[config.mk]
export PLATFORM = sky130hd
export DESIGN_NAME = readout_arbiter
export DESIGN_NICKNAME = d
export VERILOG_FILES = /design/src/rtl/readout_arbiter.sv
export SDC_FILE = /design/constraint.sdc
export NUM_CORES = 1
export LEC_CHECK = 0
export BUFFER_PORTS_ARGS = -buffer_cell sky130_fd_sc_hd__buf_4
export CAP_MARGIN = 10
export CORE_MARGIN = 2
export CORE_UTILIZATION = 50
export DETAILED_ROUTE_END_ITERATION = 7
export GPL_TIMING_DRIVEN = 0
export PLACE_DENSITY = 0.87
export SYNTH_ARGS = -nofsm -noshare
export SYNTH_HDL_FRONTEND = slang
export SYNTH_SLANG_ARGS = --single-unit
[constraint.sdc]
create_clock -name CLK -period 4.23 [get_ports CLK]
set_input_delay 0.6345 -clock CLK [delete_from_list [all_inputs] [get_ports CLK]]
set_output_delay 0.6345 -clock CLK [all_outputs]
set_load 0.1 [all_outputs]
[src/rtl/readout_arbiter.sv]
// Readout arbiter: merges a TLU word source and an FE data source into one sink.
// TLU has strict priority at IDLE and gets one word per grant; FE gets bursts of up
// to FE_BURST_LEN words that are never preempted. Sink back-pressure freezes the FSM.
module readout_arbiter #(
  parameter int unsigned FE_BURST_LEN = 16,
  parameter int unsigned CNT_WIDTH    = 32
) (
  input  logic                 CLK,
  input  logic                 RESET,
  input  logic                 ENABLE,
  input  logic                 TLU_FIFO_EMPTY,
  input  logic [31:0]          TLU_FIFO_DATA,
  output logic                 TLU_FIFO_READ,
  input  logic                 FE_FIFO_EMPTY,
  input  logic [31:0]          FE_FIFO_DATA,
  output logic                 FE_FIFO_READ,
  input  logic                 OUT_FIFO_FULL,
  output logic                 OUT_FIFO_WRITE,
  output logic [31:0]          OUT_FIFO_DATA,
  input  logic                 COUNT_CLEAR,
  output logic [1:0]           GRANT,
  output logic [CNT_WIDTH-1:0] WORD_COUNT
);

  typedef enum logic [1:0] {
    StIdle = 2'b00,
    StTlu  = 2'b01,
    StFe   = 2'b10
  } state_e;

  localparam logic [7:0] BurstLast = 8'(FE_BURST_LEN - 1);
  localparam logic [CNT_WIDTH-1:0] CntOne = {{(CNT_WIDTH-1){1'b0}}, 1'b1};

  state_e               state_q, state_d;
  logic [7:0]           burst_q, burst_d;
  logic                 tlu_read, fe_read;
  logic                 out_write_q;
  logic [31:0]          out_data_q;
  logic [CNT_WIDTH-1:0] count_q;

  // Pop strobes: only the granted source, only with sink room, never during reset.
  always_comb begin
    tlu_read = (state_q == StTlu) & ~TLU_FIFO_EMPTY & ~OUT_FIFO_FULL & ~RESET;
    fe_read  = (state_q == StFe)  & ~FE_FIFO_EMPTY  & ~OUT_FIFO_FULL & ~RESET;
  end

  // Next-state and burst counter; a full sink freezes the FSM in every state.
  always_comb begin
    state_d = state_q;
    burst_d = burst_q;
    if (fe_read) burst_d = burst_q + 8'd1;
    if (!OUT_FIFO_FULL) begin
      unique case (state_q)
        StIdle: begin
          if (ENABLE && !TLU_FIFO_EMPTY) begin
            state_d = StTlu;
          end else if (ENABLE && !FE_FIFO_EMPTY) begin
            state_d = StFe;
            burst_d = 8'd0;
          end
        end
        // Not full here, so the word was either popped or the source withdrew.
        StTlu: state_d = StIdle;
        StFe: begin
          if ((fe_read && burst_q == BurstLast) || FE_FIFO_EMPTY || !ENABLE) begin
            state_d = StIdle;
          end
        end
        default: state_d = StIdle;
      endcase
    end
  end

  // State register and burst counter.
  always_ff @(posedge CLK or posedge RESET) begin
    if (RESET) begin
      state_q <= StIdle;
      burst_q <= 8'd0;
    end else begin
      state_q <= state_d;
      burst_q <= burst_d;
    end
  end

  // Sink write port: registered copy of the word popped on the previous cycle.
  always_ff @(posedge CLK or posedge RESET) begin
    if (RESET) begin
      out_write_q <= 1'b0;
      out_data_q  <= 32'd0;
    end else begin
      out_write_q <= tlu_read | fe_read;
      if (tlu_read) begin
        out_data_q <= TLU_FIFO_DATA;
      end else if (fe_read) begin
        out_data_q <= FE_FIFO_DATA;
      end
    end
  end

  // Saturating write counter; clear beats increment.
  always_ff @(posedge CLK or posedge RESET) begin
    if (RESET) begin
      count_q <= '0;
    end else if (COUNT_CLEAR) begin
      count_q <= '0;
    end else if (out_write_q && count_q != '1) begin
      count_q <= count_q + CntOne;
    end
  end

  assign TLU_FIFO_READ  = tlu_read;
  assign FE_FIFO_READ   = fe_read;
  assign OUT_FIFO_WRITE = out_write_q;
  assign OUT_FIFO_DATA  = out_data_q;
  assign GRANT          = state_q;
  assign WORD_COUNT     = count_q;

endmodule

==> After elaboration in Yosys (flattened, before gate mapping) <==
Index checks and enable logic that the tools add are counted.
Widths: inputs -> output; s select.
{ "word_totals": {"register_bits": 75, "inputBits": 71, "output_inout_bits": 69, "elab_cells": 50} }
{ "op_classes": {"n_addsub": 2, "n_eq_ne": 6, "mux": 13, "n_bitwise": 11, "n_reduce_logical": 13} }
{ "op_table": {"columns": ["operator", "count"], "rows": [
  ["$mux 32", 4],
  ["$mux 8", 5],
  ["$add 32x1->32 const B", 1],
  ["$ne 32x32->1 const B", 1],
  ["$add 8x1->8 const B", 1],
  ["$eq 8x4->1 const B", 1],
  ["$and 1x1->1", 6],
  ["$mux 2", 3],
  ["$logic_and 1x1->1", 4],
  ["$not 1->1", 4],
  ["$pmux 2 s2", 1],
  ["$reduce_bool 2->1", 2],
  ["$logic_not 1->1", 3],
  ["$ne 3x3->1 const B", 1],
  ["$reduce_and 3->1", 1],
  ["$eq 2x1->1 const B", 1],
  ["$eq 2x2->1 const B", 1],
  ["$logic_not 2->1", 1],
  ["$logic_or 1x1->1", 2],
  ["$ne 2x1->1 const B", 1],
  ["$or 1x1->1", 1]
]} }

==> Depth between registers and ports, before layout <==
{ "logic_depth": {"ltp_word": 9, "mapped_depth": 8, "ltp_nobuf": 6} }

==> Least setup slack after synthesis <==
No wires, ideal clock.
{ "synth_path": {"kind": "input -> output", "start": "input port RESET", "end": "output port TLU_FIFO_READ", "arrival_time_ps": 3302, "required_ps": 3595, "slack_ps": 293, "cell_stages": 4, "n_path_buf": 1, "path_cell_list": "inv_1 nand3_1 clkbuf_1 inv_1"} }
{ "synth_via": {"elab_chain_len": 2} }
{ "synth_rtl": {"columns": ["element", "line_no", "text"], "rows": [
  ["start: declaration", "9", "input logic RESET,"],
  ["$not 1->1", "43", "tlu_read = (state_q == StTlu) & ~TLU_FIFO_EMPTY & ~OUT_FIFO_FULL & ~RESET;"],
  ["$and 1x1->1", "43", null],
  ["end: declaration", "13", "output logic TLU_FIFO_READ,"]
]} }
No other way between the ends.

==> Final worst setup path <==
{ "layout_path": {"start": "register state_q[0], in the netlist GRANT[0]", "end": "output port FE_FIFO_READ"} }
{ "layout_via": {"elab_chain_len": 4} }
{ "layout_rtl": {"columns": ["element", "line_no", "text"], "rows": [
  ["start: declaration", "34", "state_e state_q, state_d;"],
  ["start signal: assignment", "77", "state_q <= StIdle;"],
  ["start signal: assignment", "80", "state_q <= state_d;"],
  ["$eq 2x2->1", "44", "fe_read = (state_q == StFe) & ~FE_FIFO_EMPTY & ~OUT_FIFO_FULL & ~RESET;"],
  ["$and 1x1->1 (3 in series)", "44", null],
  ["end: declaration", "16", "output logic FE_FIFO_READ,"]
]} }
No other way between the ends.

==> impl_metrics.tcl <==
set metrics [dict create \
    first_global_vias 3408 \
    clk_pin_slew_ns 0.08 \
    drt_wl_total_mm 9.83 \
    criticalPathCategory "register to output port" \
    clock.fmax_mhz 330 \
    pin_count 140 \
    synthFlopType "dfrtp_1" \
    drv_cap 0 \
    post_cts_buffers 0 \
    drv_slew 0 \
    clockRootBuffer "clkbuf_8" \
    ys_seq_elements 75 \
    cts_tree "yes" \
    finalCriticalPeriod_ns 3.03 \
    slowest_stage "nor4_1" \
    power.leakage_nw 2.37 \
    syn_inst 383 \
    synth_xor_xnor_area_share 0.0555 \
    min_path_type "primary input to asynchronous set/reset pin" \
    synth_top_family_by_area "simple AND/OR/NAND/NOR gates" \
    num_rows 31 \
    overflow 0 \
    grt_max_degree 48 \
    fp.dieH_um 91.0 \
    stdcell_count 637 \
    cts_buffer_depth 2 \
    synth_fa_ha_area_frac 0.00661 \
    syn-cell-area_mm2 0.00379 \
    finalSetupViolCount 0 \
    numCtsBuffers 9 \
    status "finished clean" \
    diodes 0 \
    finalSetupTns_ns 0 \
    drive_gt1_frac 0.320 \
    dieWidth_um 91.0 \
    grtUsageTotal 0.240 \
    post_drt_via_cell_ratio 5.44 \
    synth.avg_cell_area_um2 9.89 \
    worstPathRequired_ns 3.60 \
    worst_pin_slew_ns 0.878 \
    die-area_mm2 0.00828 \
    cts_hold_buf 0 \
    cp-end-kind "output port" \
    synth_edf_count 0 \
    yosysSeqAreaShare 0.496 \
    initial_core_util 0.519 \
    clock_latency_ns 0.34 \
    cp_num_cells 5 \
    gp_congestion 0.835 \
    hold_viol 0 \
    antenna_found_initial 0 \
    placed_cells 621 \
    h-tree-depth 3 \
    synth-simple-area-share 0.206 \
    r2r_cells 8 \
    grt_pass1_wl_mm 16.1 \
    nFillCells 545 \
    path_delay_family "buffers and inverters" \
    async_reset_ff_frac 1.00 \
    max_stage_delay_ns 0.45 \
    synth_warnings 0 \
    period_share 0.715 \
    final_net_count 606 \
    cts_resized 0 \
    hpwl_mm 7.27 \
    start_kind "register" \
    drtPass1Iterations 4 \
    power_per_cell_area_mw_per_mm2 625 \
    cp_cell_sequence "nor4_1 -> and2_0 -> buf_2 -> buf_2 -> buf_4" \
    drc 0 \
    coreArea_mm2 0.00729 \
    crit_path_max_fanout 10 \
    synth_cell_type_count 40 \
    drtAntennaViolNets 0 \
    first_iter_violations 176 \
    avgRoutedWirePerCell_um 15.4 \
    ir_worst_vdd_v 0.000604 \
    rsz0062_at_grt "false" \
    critPathArrivalTime_ns 2.39 \
    via_count 3464 \
    cts_num_sinks 75 \
    worst_path_most_repeated_cell "buf_2" \
    numPortBuffers 138 \
    areaGrowthSynthToFinish_pct 37.8 \
    muxShareOfSynthArea 0.0929 \
    relSlewSlack 0.410 \
    synth-compound-area-share 0.116 \
    fin_worst_skew_ns 0.00931 \
    path_buf_inv 3 \
    syn_nets 456 \
]
[Yosys cell counts (2+ instances only)]
library cell	count	area [um^2]
a211oi_1	7	52.6
a21oi_1	48	240
and2_1	2	12.5
and3_1	2	12.5
and4_1	4	35.0
buf_2	6	30.0
clkbuf_1	12	45.0
dfrtp_1	75	1880
ha_1	2	25.0
inv_1	5	18.8
mux2i_1	34	340
nand2_1	14	52.6
nand3_1	14	70.1
nand4_1	14	87.6
nor2_1	62	233
nor2b_1	2	12.5
nor3_1	3	15.0
nor4_1	4	25.0
o2111a_1	2	22.5
o21ai_0	9	45.0
o31ai_1	5	37.5
or2_2	3	18.8
or3_1	8	50.1
or4_1	8	60.1
xnor2_1	15	131
xor2_1	9	78.8
[per-stage QoR]
stage	power (mW)	setup WS, ns	hold WS, ns	util	cell area, um^2
4_1_cts	3.27	1.18	0.299	0.716	5220
3_5_place_dp	2.61	1.25	0.540	0.682	4980
2_1_floorplan	2.23	0.293	0.511	-	3790
6_report	3.26	1.20	0.299	0.716	5220
5_1_grt	3.37	1.02	0.313	0.716	5220
3_3_place_gp	2.58	-0.523	0.533	0.678	4950
[cell usage in the layout (no fill, tap or decap), drive strengths merged, types with 10 or more instances in the layout]
master and n:
nand4 15, clkbuf 23, nand3 15, nor2 62, xnor2 15, mux2i 34
o21ai 10, dfrtp 75, nand2 14, buf 146, a21oi 48
[worst reg2reg max path: stages, from the launching register on]
cell      delay (ns)
dfrtp_1         0.41
ha_1            0.23
nand4_1         0.22
or4_1           0.55
clkbuf_1        0.21
o211ai_2        0.30
buf_4           0.23
xor2_1          0.15
nor2_1          0.06
[final timing paths]
check,to,from,slack [ns]
max,FE_FIFO_READ,GRANT[0],1.20
min,OUT_FIFO_DATA[7],RESET,0.30
max reg2reg,WORD_COUNT[17],WORD_COUNT[0],1.75
min reg2reg,burst_q[7],burst_q[7],0.56
max in group asynchronous,WORD_COUNT[18],RESET,3.37
min in group CLK,GRANT[0],OUT_FIFO_FULL,0.54
[routing by layer]
| metal | global-route usage | vias up | routed length [um] |
|---|---|---|---|
| li1 | - | 1672 | - |
| met1 | 0.298 | 1617 | 3900 |
| met2 | 0.399 | 160 | 4880 |
| met3 | 0.0739 | 15 | 913 |
| met4 | 0.0808 | 0 | 142 |
| met5 | 0 | - | 0 |
[cell type report]
class | instances | area, um^2 | area share
multi-input cells | 284 | 1810 | 0.347
plain buffers | 19 | 82.6 | 0.0158
flip-flops and latches | 75 | 1880 | 0.360
well taps | 99 | 124 | 0.0237
inverters | 5 | 21.3 | 0.00408
repair buffers | 139 | 1060 | 0.204
clock buffers | 11 | 141 | 0.0271
clock inverters | 5 | 100 | 0.0192
[power breakdown]
group	internal [mW]	switching [mW]
combinational	0.336	1.29
clock	0.407	0.260
sequential	0.868	0.0970
total	1.61	1.65
[state kept, by name, summed over array words and instances, names as in the netlist]
name,count
burst_q,8
OUT_FIFO_DATA,32
GRANT,2
OUT_FIFO_WRITE,1
WORD_COUNT,32
[cells by family after synthesis]
group,Yosys count
xor+xnor,24
flops,75
mux,35
buf+inv,24
simple gates,147
compound gates,76
fa+ha+maj,2
Power figures use the tool's default switching activity.
